[src/rtl/ibus_fetch_pkg.sv]
// Shared instruction-bus types and fetch-stage constants.
package ibus_fetch_pkg;

    typedef logic [31:0] addr_t;

    typedef struct packed {
        logic  valid;
        addr_t addr;
    } ibus_req_t;

    typedef struct packed {
        logic        addr_ok;
        logic        data_ok;
        logic [31:0] data;
    } ibus_resp_t;

    typedef enum logic [1:0] {
        REQ  = 2'd0,
        WAIT = 2'd1,
        HOLD = 2'd2
    } fetch_state_t;

    localparam addr_t RESET_PC_DEFAULT = 32'hbfc0_0000;
    localparam addr_t PC_STEP          = 32'd4;

    function automatic addr_t next_seq_pc(input addr_t pc);
        return pc + PC_STEP;
    endfunction

endpackage

[src/rtl/fetch_skid_buf.sv]
// One-entry holding buffer for a fetched {data, pc} while downstream stalls.
module fetch_skid_buf
    import ibus_fetch_pkg::*;
(
    input  logic        clk,
    input  logic        reset,
    input  logic        cand_valid,
    input  logic [31:0] cand_data,
    input  addr_t       cand_pc,
    input  logic        stall,
    input  logic        flush,
    output logic        sel_valid,
    output logic [31:0] sel_data,
    output addr_t       sel_pc,
    output logic        held
);

    logic        buf_valid_r;
    logic [31:0] buf_data_r;
    addr_t       buf_pc_r;

    // Capture an unconsumed instruction; release it once downstream accepts.
    always_ff @(posedge clk or posedge reset) begin
        if (reset) begin
            buf_valid_r <= 1'b0;
            buf_data_r  <= 32'd0;
            buf_pc_r    <= 32'd0;
        end else if (flush) begin
            buf_valid_r <= 1'b0;
        end else if (buf_valid_r) begin
            if (!stall) begin
                buf_valid_r <= 1'b0;
            end
        end else if (cand_valid && stall) begin
            buf_valid_r <= 1'b1;
            buf_data_r  <= cand_data;
            buf_pc_r    <= cand_pc;
        end
    end

    // Buffered entry has priority over a fresh completion.
    always_comb begin
        sel_valid = 1'b0;
        sel_data  = 32'd0;
        sel_pc    = 32'd0;
        if (buf_valid_r) begin
            sel_valid = 1'b1;
            sel_data  = buf_data_r;
            sel_pc    = buf_pc_r;
        end else if (cand_valid) begin
            sel_valid = 1'b1;
            sel_data  = cand_data;
            sel_pc    = cand_pc;
        end else begin
            sel_valid = 1'b0;
            sel_data  = 32'd0;
            sel_pc    = 32'd0;
        end
    end

    assign held = buf_valid_r;

endmodule

[src/rtl/ibus_fetch.sv]
// Instruction-bus fetch initiator: owns the PC, one outstanding request,
// redirect squash and a one-entry stall buffer toward pre-decode.
module ibus_fetch
    import ibus_fetch_pkg::*;
#(
    parameter addr_t RESET_PC = RESET_PC_DEFAULT
) (
    input  logic       clk,
    input  logic       reset,
    output ibus_req_t  ireq,
    input  ibus_resp_t iresp,
    input  logic       stall,
    input  logic       redirect_valid,
    input  addr_t      redirect_pc,
    output ibus_resp_t out_resp,
    output addr_t      out_pc
);

    fetch_state_t state_r, state_nxt_s;
    addr_t        pc_r, pc_nxt_s;
    addr_t        req_pc_r, req_pc_nxt_s;
    addr_t        pend_pc_r, pend_pc_nxt_s;
    logic         discard_r, discard_nxt_s;
    logic         pend_valid_r, pend_valid_nxt_s;

    logic         issue_s, accept_s, complete_s, deliver_s, in_flight_s;
    addr_t        comp_pc_s, after_comp_pc_s;
    logic         sel_valid_s, held_s;
    logic [31:0]  sel_data_s;
    addr_t        sel_pc_s;

    // Requests are gated by reset so nothing is presented while it is held.
    assign issue_s         = (state_r == REQ) && !reset;
    assign accept_s        = issue_s && iresp.addr_ok;
    assign complete_s      = (accept_s && iresp.data_ok) ||
                             ((state_r == WAIT) && iresp.data_ok && !reset);
    assign in_flight_s     = issue_s || (state_r == WAIT);
    assign comp_pc_s       = (state_r == REQ) ? pc_r : req_pc_r;
    assign deliver_s       = complete_s && !discard_r && !redirect_valid;
    assign after_comp_pc_s = pend_valid_r ? pend_pc_r : next_seq_pc(comp_pc_s);

    // State register.
    always_ff @(posedge clk or posedge reset) begin
        if (reset) begin
            state_r <= REQ;
        end else begin
            state_r <= state_nxt_s;
        end
    end

    // Next-state: a delivered instruction under stall parks the FSM in HOLD.
    always_comb begin
        state_nxt_s = state_r;
        case (state_r)
            REQ: begin
                if (accept_s && !iresp.data_ok) begin
                    state_nxt_s = WAIT;
                end else if (deliver_s && stall) begin
                    state_nxt_s = HOLD;
                end else begin
                    state_nxt_s = REQ;
                end
            end
            WAIT: begin
                if (complete_s) begin
                    state_nxt_s = (deliver_s && stall) ? HOLD : REQ;
                end else begin
                    state_nxt_s = WAIT;
                end
            end
            HOLD: begin
                if (!stall || redirect_valid) begin
                    state_nxt_s = REQ;
                end else begin
                    state_nxt_s = HOLD;
                end
            end
            default: state_nxt_s = REQ;
        endcase
    end

    // PC / redirect bookkeeping registers.
    always_ff @(posedge clk or posedge reset) begin
        if (reset) begin
            pc_r         <= RESET_PC;
            req_pc_r     <= 32'd0;
            pend_pc_r    <= 32'd0;
            discard_r    <= 1'b0;
            pend_valid_r <= 1'b0;
        end else begin
            pc_r         <= pc_nxt_s;
            req_pc_r     <= req_pc_nxt_s;
            pend_pc_r    <= pend_pc_nxt_s;
            discard_r    <= discard_nxt_s;
            pend_valid_r <= pend_valid_nxt_s;
        end
    end

    // A redirect with a request in flight is deferred; otherwise it loads pc now.
    always_comb begin
        pc_nxt_s         = pc_r;
        req_pc_nxt_s     = req_pc_r;
        pend_pc_nxt_s    = pend_pc_r;
        discard_nxt_s    = discard_r;
        pend_valid_nxt_s = pend_valid_r;
        if (complete_s) begin
            discard_nxt_s    = 1'b0;
            pend_valid_nxt_s = 1'b0;
            pc_nxt_s         = redirect_valid ? redirect_pc : after_comp_pc_s;
        end else if (redirect_valid) begin
            if (in_flight_s) begin
                discard_nxt_s    = 1'b1;
                pend_valid_nxt_s = 1'b1;
                pend_pc_nxt_s    = redirect_pc;
            end else begin
                pc_nxt_s = redirect_pc;
            end
        end else begin
            pc_nxt_s = pc_r;
        end
        if (accept_s && !iresp.data_ok) begin
            req_pc_nxt_s = pc_r;
        end else begin
            req_pc_nxt_s = req_pc_nxt_s;
        end
    end

    fetch_skid_buf u_skid (
        .clk        (clk),
        .reset      (reset),
        .cand_valid (deliver_s),
        .cand_data  (iresp.data),
        .cand_pc    (comp_pc_s),
        .stall      (stall),
        .flush      (redirect_valid),
        .sel_valid  (sel_valid_s),
        .sel_data   (sel_data_s),
        .sel_pc     (sel_pc_s),
        .held       (held_s)
    );

    // Output drive toward the bus and pre-decode.
    always_comb begin
        ireq.valid       = issue_s && !held_s;
        ireq.addr        = issue_s ? pc_r : 32'd0;
        out_resp.addr_ok = 1'b0;
        out_resp.data_ok = sel_valid_s;
        out_resp.data    = sel_data_s;
        out_pc           = sel_pc_s;
    end

endmodule

[config.mk]
export PLATFORM = sky130hd
export DESIGN_NAME = ibus_fetch
export DESIGN_NICKNAME = d
export VERILOG_FILES = /design/src/rtl/ibus_fetch_pkg.sv /design/src/rtl/fetch_skid_buf.sv /design/src/rtl/ibus_fetch.sv
export SDC_FILE = /design/constraint.sdc
export NUM_CORES = 1
export LEC_CHECK = 0
export CORE_MARGIN = 2
export CORE_UTILIZATION = 50
export CTS_BUF_LIST = sky130_fd_sc_hd__clkbuf_4 sky130_fd_sc_hd__clkbuf_8
export CTS_CLUSTER_SIZE = 25
export DETAILED_ROUTE_END_ITERATION = 6
export PLACE_DENSITY_LB_ADDON = 0.2
export SLEW_MARGIN = 30
export SYNTH_ARGS = -nofsm -noshare
export SYNTH_HDL_FRONTEND = slang
export SYNTH_HIERARCHICAL = 1
export SYNTH_SLANG_ARGS = --single-unit
[constraint.sdc]
create_clock -name clk -period 5.43 [get_ports clk]
set_input_delay 0.8145 -clock clk [delete_from_list [all_inputs] [get_ports clk]]
set_output_delay 0.8145 -clock clk [all_outputs]
set_load 0.01 [all_outputs]
; ---- Word level (Yosys, flattened, before mapping)
; Cells that the tools add are included.
[op_classes]
n_reduce_logical = 26
n_eq_ne = 3
n_mux = 25
addsub = 1
bitwise_logic = 3
[ops]
columns = operator, count
row1 = 32-bit 2-to-1 mux, 11
row2 = "32-bit by 3-bit adder with 32-bit output, second input constant", 1
row3 = 1-bit logical AND, 10
row4 = 1-bit 2-to-1 mux, 9
row5 = 2-bit 2-to-1 mux, 4
row6 = 1-bit logical NOT, 6
row7 = 2-bit one-hot mux with 3 select lines, 1
row8 = 3-bit AND reduction, 2
row9 = 2-bit AND reduction, 2
row10 = 2-bit nonzero test, 2
row11 = 1-bit logical OR, 3
row12 = 1-bit inverter, 3
row13 = "2-bit by 1-bit == test with 1-bit output, second input constant", 1
row14 = "2-bit == test, second input constant", 1
row15 = 2-bit logical NOT, 1
row16 = "2-bit inequality test, second input constant", 1
[totals]
out_inout_bits = 99
inputBits = 70
word_cells = 66
regBits = 164

; ---- Logic depth before layout (Yosys ltp)
; Gate-level depths: netlist of the first run.
[logic_depth]
ltp_word = 11
ltp_mapped = 15
ltp_nobuf = 10

; ---- By module
; The synthesis of the first run kept the hierarchy.
[by_module_without_submodules]
columns = module, n_inst, seq_area_each_um2, area_per_inst_um2, cells_each
row1 = ibus_fetch, 1, 2488.6, 6024.5, 616
row2 = fetch_skid_buf, 1, 1626.6, 3523.4, 291

; ---- Worst setup path after synthesis of the first run
; OpenSTA, ideal clock, no wires.
[synth_timing]
path_type = in2out
startpoint = input reset
endpoint = output ireq[21] (netlist name)
arrival_time_ns = 4.457
required_ns = 4.615
setup_slack_ns = 0.158
n_path_buf = 1
path_stages = 3
path_cell_list = inv_2 -> clkbuf_1 -> and3_1
[synth_rtl]
columns = item, line_no
row1 = from (decl), ibus_fetch.sv:9  ; input logic reset,
row2 = to (decl), ibus_fetch.sv:10  ; output ibus_req_t ireq,

; ---- Worst setup path in the final report of the first run
[layout_timing]
startpoint = input reset
endpoint = output out_pc[13]
[layout_via]
elab_chain_len = 9
elab_cells_between_ends = 10
classes_between = mux (2) / reduce/logical (8)
[layout_lines]
columns = item, line_no
row1 = 1-bit logical NOT (no source line) (*), n/a
row2 = 1-bit logical AND, ibus_fetch.sv:33  ; assign issue_s = (state_r == REQ) && !reset;
row3 = 1-bit logical AND, ibus_fetch.sv:34  ; assign accept_s = issue_s && iresp.addr_ok;
row4 = 1-bit logical AND, ibus_fetch.sv:35  ; assign complete_s = (accept_s && iresp.data_ok) ||
row5 = 1-bit logical OR (*), ibus_fetch.sv:35
row6 = 1-bit logical AND (*) (2 in series), ibus_fetch.sv:39  ; assign deliver_s = complete_s && !discard_r && !redirect_valid;
row7 = 32-bit 2-to-1 mux (*), fetch_skid_buf.sv:50  ; end else if (cand_valid) begin
row8 = 32-bit 2-to-1 mux (*), fetch_skid_buf.sv:46  ; if (buf_valid_r) begin
row9 = to (decl), ibus_fetch.sv:16  ; output addr_t out_pc
; Mark *: on every way between the ends. The rest lies on a longest branch, timed or not.

==> metrics.md, run 1 <==
| Metric | Value |
|---|---|
| Crit path max-delay cell type | clkdlybuf4s50_1 |
| Post-synthesis register bit count | around 160 |
| Highest Clock Rate | approximately 220 MHz |
| GP Congestion | around 0.86 |
| Post-synth cell types | 70 |
| First-pass GRT wire length | 40.3 mm |
| Top delay family on crit path | buffers and inverters |
| Final period util | about 85% |
| Final Critical Period | 4600 ps |
| Worst-path clk slew | 90 ps |
| GR Util met1 | 39.2% |
| Die width | 142 um |
| Main synth FF type | dfrtp_1 |
| P&R area growth vs syn | 22.0% |
| CTS tree | done |
| Initial Util | 51.0% |
| GRT Overall Usage | approximately a quarter |
| Crit-path most repeated cell | clkdlybuf4s50_1 |
| Measured slew at the worst slew-check pin | 884 ps |
| Reg2reg path depth | 11 |
| CP Capture Type | output port |
| Largest net degree at the start of global routing | 88 |
| CP arrival | 3790 ps |
| Critical path, cell by cell | clkdlybuf4s50_1 > or3b_1 > or2_2 > nor2_4 > nor2b_2 > buf_4 > a22o_1 > clkdlybuf4s50_1 |
| Ys async rst share | 100% |
| CTS Sinks | 164 |
| Hold Path Class | reg2reg |
| CTS buffer count | 17 |
| Initial DRC Count | about 550 |
| Total power draw | 3.83 mW |
| Max FO, Critical Path | 30 |
| Drc violations | 0 |
| Row count | 50 |
| Peak supply drop | 0.174 mV |
| Vias in the first global route | between 7k and 8k |
| Initial DRT Pass Iterations | 5 |
| EDFF count, synth | 0 |
| Antenna viol nets, final | 0 |
| Fin. Hold Viols | 0 |
| H-tree depth | 4 |
| I/O Buffers | approximately 170 |
| Max Root-Sink Buffers | 2 |
| Final slew viol count | 0 |
| R2r setup slk | 1800 ps |
| Register area | about 0.0041 mm^2 |
| Gr busiest metal | met1 |
| Final TNS setup | 0 ps |
| Antenna violations before repair | 0 |
| Met3 Track Usage GR | under 10% |
| Most common cell after layout, fill and taps aside | clkdlybuf4s50_1 |
| Post-CTS Setup Bufs | 0 |
| WP depth | 8 |
| Crit-path max cell delay | 560 ps |
| CP startpoint kind | primary input |
| Syn Nets | slightly below 1k |
| Crit. Startpoint | reset |
| Routed WL per cell | slightly below 20 um |
| Ports | roughly 170 |
| Final setup violation count | 0 |
| Number of max-cap violations | 0 |
| Worst Skew | roughly 16 ps |
| Std-Cell Core Area | 0.0187 mm^2 |
| PD cells | between 300 and 400 mW/mm^2 |
| Slew headroom | 41.1% |
| Most frequent cells in the layout | clkdlybuf4s50_1, nand2_1, dfrtp_1, mux2_2, mux2_4 |
| Vias per cell | 5.83 |
| Number of diodes | 0 |
| Total grt overflow | 0 |
| Vias | approximately 7.5k |
| Worst path bufs/invs | 3 |
| Die area | slightly above 0.02 mm^2 |
| P_leak | around 4.9 nW |
| RSZ-0062 raised after global routing | no |
| Sequential cell area fraction in the yosys report | 43.1% |
| Reg2reg end | pc_r[20] |
| Status | finished, final reports clean |
| Die Span Y | 142 um |
| GR Layer Usage met2 | a little under two fifths |
| CTS resizes | 0 |
| Mapped Area | 0.00955 mm^2 |
| WS Path Type | in2out |
| Synth Instances | 907 |
| Reg2reg start | state_r[1] |
| Multi-input logic area | 0.00491 mm^2 |
| Hpwl dp | 17.3 mm |
| Required time of the critical path | 4620 ps |
| Root Buffer | clkbuf_8 |
| Proportion of layout cells with a drive suffix above 1 | 21.5% |
| Setup crit end | out_pc[13] |
| # nets final | 1,116 |
| CTS Hold Buffers Added | 0 |
| Synth Warn # | 6 |
| Syn avg cell area | 10.5 um^2 |
| Post-Route WL | 25.4 mm |
| Skew-Pair Late Insertion Delay | roughly 460 ps |
| Fillers | ~1.6k |
metal layers:
| metal | vias up | part of all wire (%) |
|---|---|---|
| li1 | 3535 | - |
| met1 | 3667 | 48 |
| met2 | 314 | 42 |
| met3 | 22 | 8.1 |
| met4 | 0 | 1.2 |
| met5 | - | 0 |
area by class of cell:
type                    count  area share [%]
clock inverters            12            1.02
inverters                  16           0.537
clock buffers              20            2.31
multi-input cells         655            42.2
flip-flops and latches    164            35.3
repair buffers            191            16.1
well taps                 234            2.51
registers in the layout (all words and copies together) (netlist names):
signal             flops
pend_valid_r           1
u_skid/buf_pc_r       32
u_skid/held            1
state_r                2
pc_r                  32
u_skid/buf_data_r     32
req_pc_r              32
pend_pc_r             32
cells by family (layout without fill, tap and decap cells):
logic type / count (synthesis) / after routing / share of synthesized area (%)
DFF: 164 / 164 / 43.1
adders and majority gates: 1 / 1 / 0.131
buffers and inverters: 88 / 239 / 5.71
other: 1 / 1 / 0.0393
and+or+nand+nor: 290 / 290 / 15.4
xor gates and xnor gates: 23 / 23 / 2.11
muxes: 139 / 139 / 18.7
AOI/OAI and AO/OA: 201 / 201 / 14.8
worst min path at each step:
stage,from,endpoint,slack (ps),depth (start not counted)
floorplan,u_skid/buf_pc_r[14],u_skid/buf_pc_r[14],460,1
CTS,u_skid/buf_pc_r[17],u_skid/buf_pc_r[17],500,1
global route,pend_pc_r[29],pend_pc_r[29],520,1
finish,u_skid/buf_pc_r[17],u_skid/buf_pc_r[17],500,1
detailed placement,u_skid/buf_pc_r[17],u_skid/buf_pc_r[17],480,1
global placement,u_skid/buf_pc_r[16],u_skid/buf_pc_r[16],470,1
Yosys cell counts (5+ instances only):
| library cell | n | area, um^2 |
|---|---|---|
| nand2_1 | 160 | 601 |
| a22o_1 | 30 | 263 |
| buf_6 | 8 | 90.1 |
| a221oi_2 | 6 | 90.1 |
| o21ai_1 | 37 | 185 |
| inv_1 | 15 | 56.3 |
| a31oi_1 | 8 | 50.1 |
| a221o_1 | 5 | 50.1 |
| nand4bb_1 | 6 | 67.6 |
| mux2_2 | 71 | 800 |
| and3_1 | 38 | 238 |
| dfstp_2 | 9 | 236 |
| buf_12 | 7 | 140 |
| o211ai_1 | 20 | 150 |
| xnor2_1 | 20 | 175 |
| a21oi_1 | 40 | 200 |
| buf_4 | 5 | 37.5 |
| o21ai_0 | 25 | 125 |
| dfrtp_1 | 155 | 3880 |
| nor3_1 | 5 | 25.0 |
| nor2_1 | 30 | 113 |
| mux2_4 | 60 | 901 |
| nand3_1 | 8 | 40.0 |
| buf_2 | 18 | 90.1 |
| clkbuf_1 | 31 | 116 |
worst reg2reg max path: cells and delay by family, from the launching register on:
family | cells | cell delay, ps
simple gates | 6 | 1330
flops | 1 | 870
compound gates | 2 | 840
fa+ha+maj | 1 | 200
buf+inv | 1 | 140
xor+xnor | 1 | 130
power breakdown:
| part | switching, mW | internal (mW) | total (mW) |
|---|---|---|---|
| registers | 0.256 | 1.54 | 1.79 |
| clock network | 0.482 | 0.400 | 0.882 |
| logic | 0.572 | 0.583 | 1.16 |
| total | 1.31 | 2.52 | 3.83 |
metrics by stage:
stage	instances	hold WS [ps]	setup slack, ps	instance area [um^2]	util, %
2_1_floorplan	907	459	158	9550	-
3_3_place_gp	1259	468	899	11200	60.1
3_5_place_dp	1259	479	869	11200	60.1
4_1_cts	1291	499	857	11600	62.2
5_1_grt	1292	522	714	11600	62.3
6_report	1292	501	828	11600	62.3
(Power assumes the default switching activity.)
==> inputs of run 2 (changes only) <==
==> constraint.sdc (replaced) <==
create_clock -name clk -period 4.4 [get_ports clk]
set_input_delay 0.66 -clock clk [delete_from_list [all_inputs] [get_ports clk]]
set_output_delay 0.66 -clock clk [all_outputs]
set_load 0.01 [all_outputs]
==> run 2 against run 1 <==
Against the previous run:
- die area unchanged
- sequential share of layout area down 0.26 points
- sequential cell count unchanged
- clock-buffer cell count up 2
- final cell count up 0.39%
- sequential power up 23%
- largest power group unchanged
==> metrics.md, run 2 (synthesized netlist as in run 1, its figures left out) <==
| Metric | Value |
|---|---|
| Final slew viol count | 0 (unchanged) |
| Crit path max-delay cell type | clkdlybuf4s50_1 |
| GRT Overall Usage | 24.6% (-1.0 points) |
| WHS Endpoint | u_skid/buf_pc_r[14] |
| Largest net degree at the start of global routing | 82 (-6.8%) |
| Max Root-Sink Buffers | 2 (unchanged) |
| Final setup violation count | 0 (unchanged) |
| Hold_sp | u_skid/buf_pc_r[14] |
| Post-Route WL | 24.6 mm (-3.0%) |
| Final Critical Period | 3980 ps |
| Highest Clock Rate | 251 MHz |
| Vias per cell | 5.78 (-0.95%) |
| Top delay family on crit path | buffers and inverters |
| Measured slew at the worst slew-check pin | 884 ps (+0.0952 ps) |
| Reg2reg start | state_r[1] |
| Row count | 50 (unchanged) |
| Number of max-cap violations | 0 (unchanged) |
| Die Span Y | 142 um (unchanged) |
| RSZ-0062 raised after global routing | no |
| Status | finished, final reports clean |
| P_leak | 4.99 nW (+1.0%) |
| WS Path Type | in2out |
| Ports | 169 (unchanged) |
| Slew headroom | 41.0% (about the same) |
| Worst-path clk slew | 80 ps (about the same) |
| Fin. Hold Viols | 0 (unchanged) |
| Most frequent cells in the layout | clkdlybuf4s50_1, nand2_1, dfrtp_1, mux2_2, mux2_4 |
| Vias | 7,495 (-0.57%) |
| CP arrival | 3320 ps (-470 ps) |
| Final period util | between 90% and 100% |
| H-tree depth | 4 (unchanged) |
| Hold Path Class | reg2reg |
| CTS Sinks | 164 (unchanged) |
| Util after Layout | 62.8% (+0.50 points) |
| Number of diodes | 0 (unchanged) |
| Hpwl dp | 16.9 mm (-2.1%) |
| CTS tree | done |
| Max FO, Critical Path | 38 (+27%) |
| CTS Hold Buffers Added | 0 (unchanged) |
| Root Buffer | clkbuf_8 |
| Most common cell after layout, fill and taps aside | clkdlybuf4s50_1 |
| Crit-path max cell delay | 590 ps (+30 ps) |
| P&R area growth vs syn | 23.0% |
| Required time of the critical path | 3740 ps (-880 ps) |
| Drc violations | 0 (unchanged) |
| R2r setup slk | 1310 ps (-490 ps) |
| Total grt overflow | 0 (unchanged) |
| Crit-path most repeated cell | clkdlybuf4s50_1 |
| Antenna viol nets, final | 0 (unchanged) |
| PD cells | 416 mW/mm^2 (+27%) |
| Die area | 0.0202 mm^2 (unchanged) |
| I/O Buffers | 167 (unchanged) |
| GP Congestion | 0.863 (+0.27%) |
| Worst hold stages | 1 (unchanged) |
| Antenna violations before repair | 0 (unchanged) |
| Reg2reg end | pc_r[20] |
| Reg2reg path depth | 9 (-2) |
| Post-CTS Setup Bufs | 0 (unchanged) |
| Worst Skew | 9.78 ps (-6.44 ps) |
| First-pass GRT wire length | 39.1 mm (-3.1%) |
| Die width | 142 um (unchanged) |
| # nets final | 1,121 (+0.45%) |
| CP Capture Type | output port |
| Worst path bufs/invs | 3 (unchanged) |
| Skew-Pair Late Insertion Delay | 450 ps (about the same) |
| Initial DRC Count | 615 (+12%) |
| Std-Cell Core Area | 0.0187 mm^2 (unchanged) |
| Fillers | 1,570 (unchanged) |
| Initial DRT Pass Iterations | 6 (+1) |
| Routed WL per cell | 19.0 um (-3.4%) |
| CTS resizes | 0 (unchanged) |
| Proportion of layout cells with a drive suffix above 1 | 21.8% (+0.37 points) |
| Final TNS setup | 0 ps (unchanged) |
| Vias in the first global route | 6,917 (-3.3%) |
| Peak supply drop | 0.238 mV (+37%) |
| Crit. Startpoint | iresp[32] |
| Initial Util | 51.0% (unchanged) |
| CTS buffer count | 17 (unchanged) |
| Critical path, cell by cell | clkdlybuf4s50_1 > or3b_1 > or2_2 > nor2_4 > buf_4 > nand2_1 > o21ai_1 > clkdlybuf4s50_1 |
| CP startpoint kind | primary input |
==> run 2: cell count changes in the layout (fill, tap and decap cells not counted), moves of 2 or more <==
cell / delta
buf_12: -2
buf_4: +7
bufinv_16: +3
inv_6: -3
clkbuf_8: +2
==> run 2: power by group <==
part	internal (mW)	switching, mW
combinational	0.726	0.699
sequential	1.90	0.312
clock	0.691	0.563
total	3.32	1.57
==> run 2: worst max path at each step <==
stage	endpoint	cells past startpoint
detailed placement	out_pc[23]	8
floorplan	out_pc[10]	10
finish	out_pc[19]	8
global placement	out_pc[19]	8
global route	out_pc[19]	8
CTS	out_pc[19]	8
==> run 2: routing by layer <==
metal	part of all wire, %	track usage [%]
met2	42	34.0
met4	1.3	6.16
met1	50	39.4
met5	0	0
met3	7.4	4.21
==> run 2: per-stage QoR <==
step	instances	setup slack, ps	total power, mW	hold WS, ps	instance area, um^2
2_1_floorplan	907	887	3.14	459	9550
3_3_place_gp	1265	487	3.60	470	11300
3_5_place_dp	1265	476	3.64	476	11300
4_1_cts	1297	414	4.90	496	11700
5_1_grt	1297	238	5.15	508	11700
6_report	1297	420	4.89	493	11700
==> run 2: layout make-up <==
class | instances | area [um^2] | share of cell area [%]
flip-flops and latches | 164 | 4120 | 35.1
multi-input cells | 655 | 4910 | 41.8
clock inverters | 10 | 169 | 1.44
clock buffers | 22 | 297 | 2.53
inverters | 16 | 62.6 | 0.533
well taps | 234 | 293 | 2.49
repair buffers | 196 | 1890 | 16.1
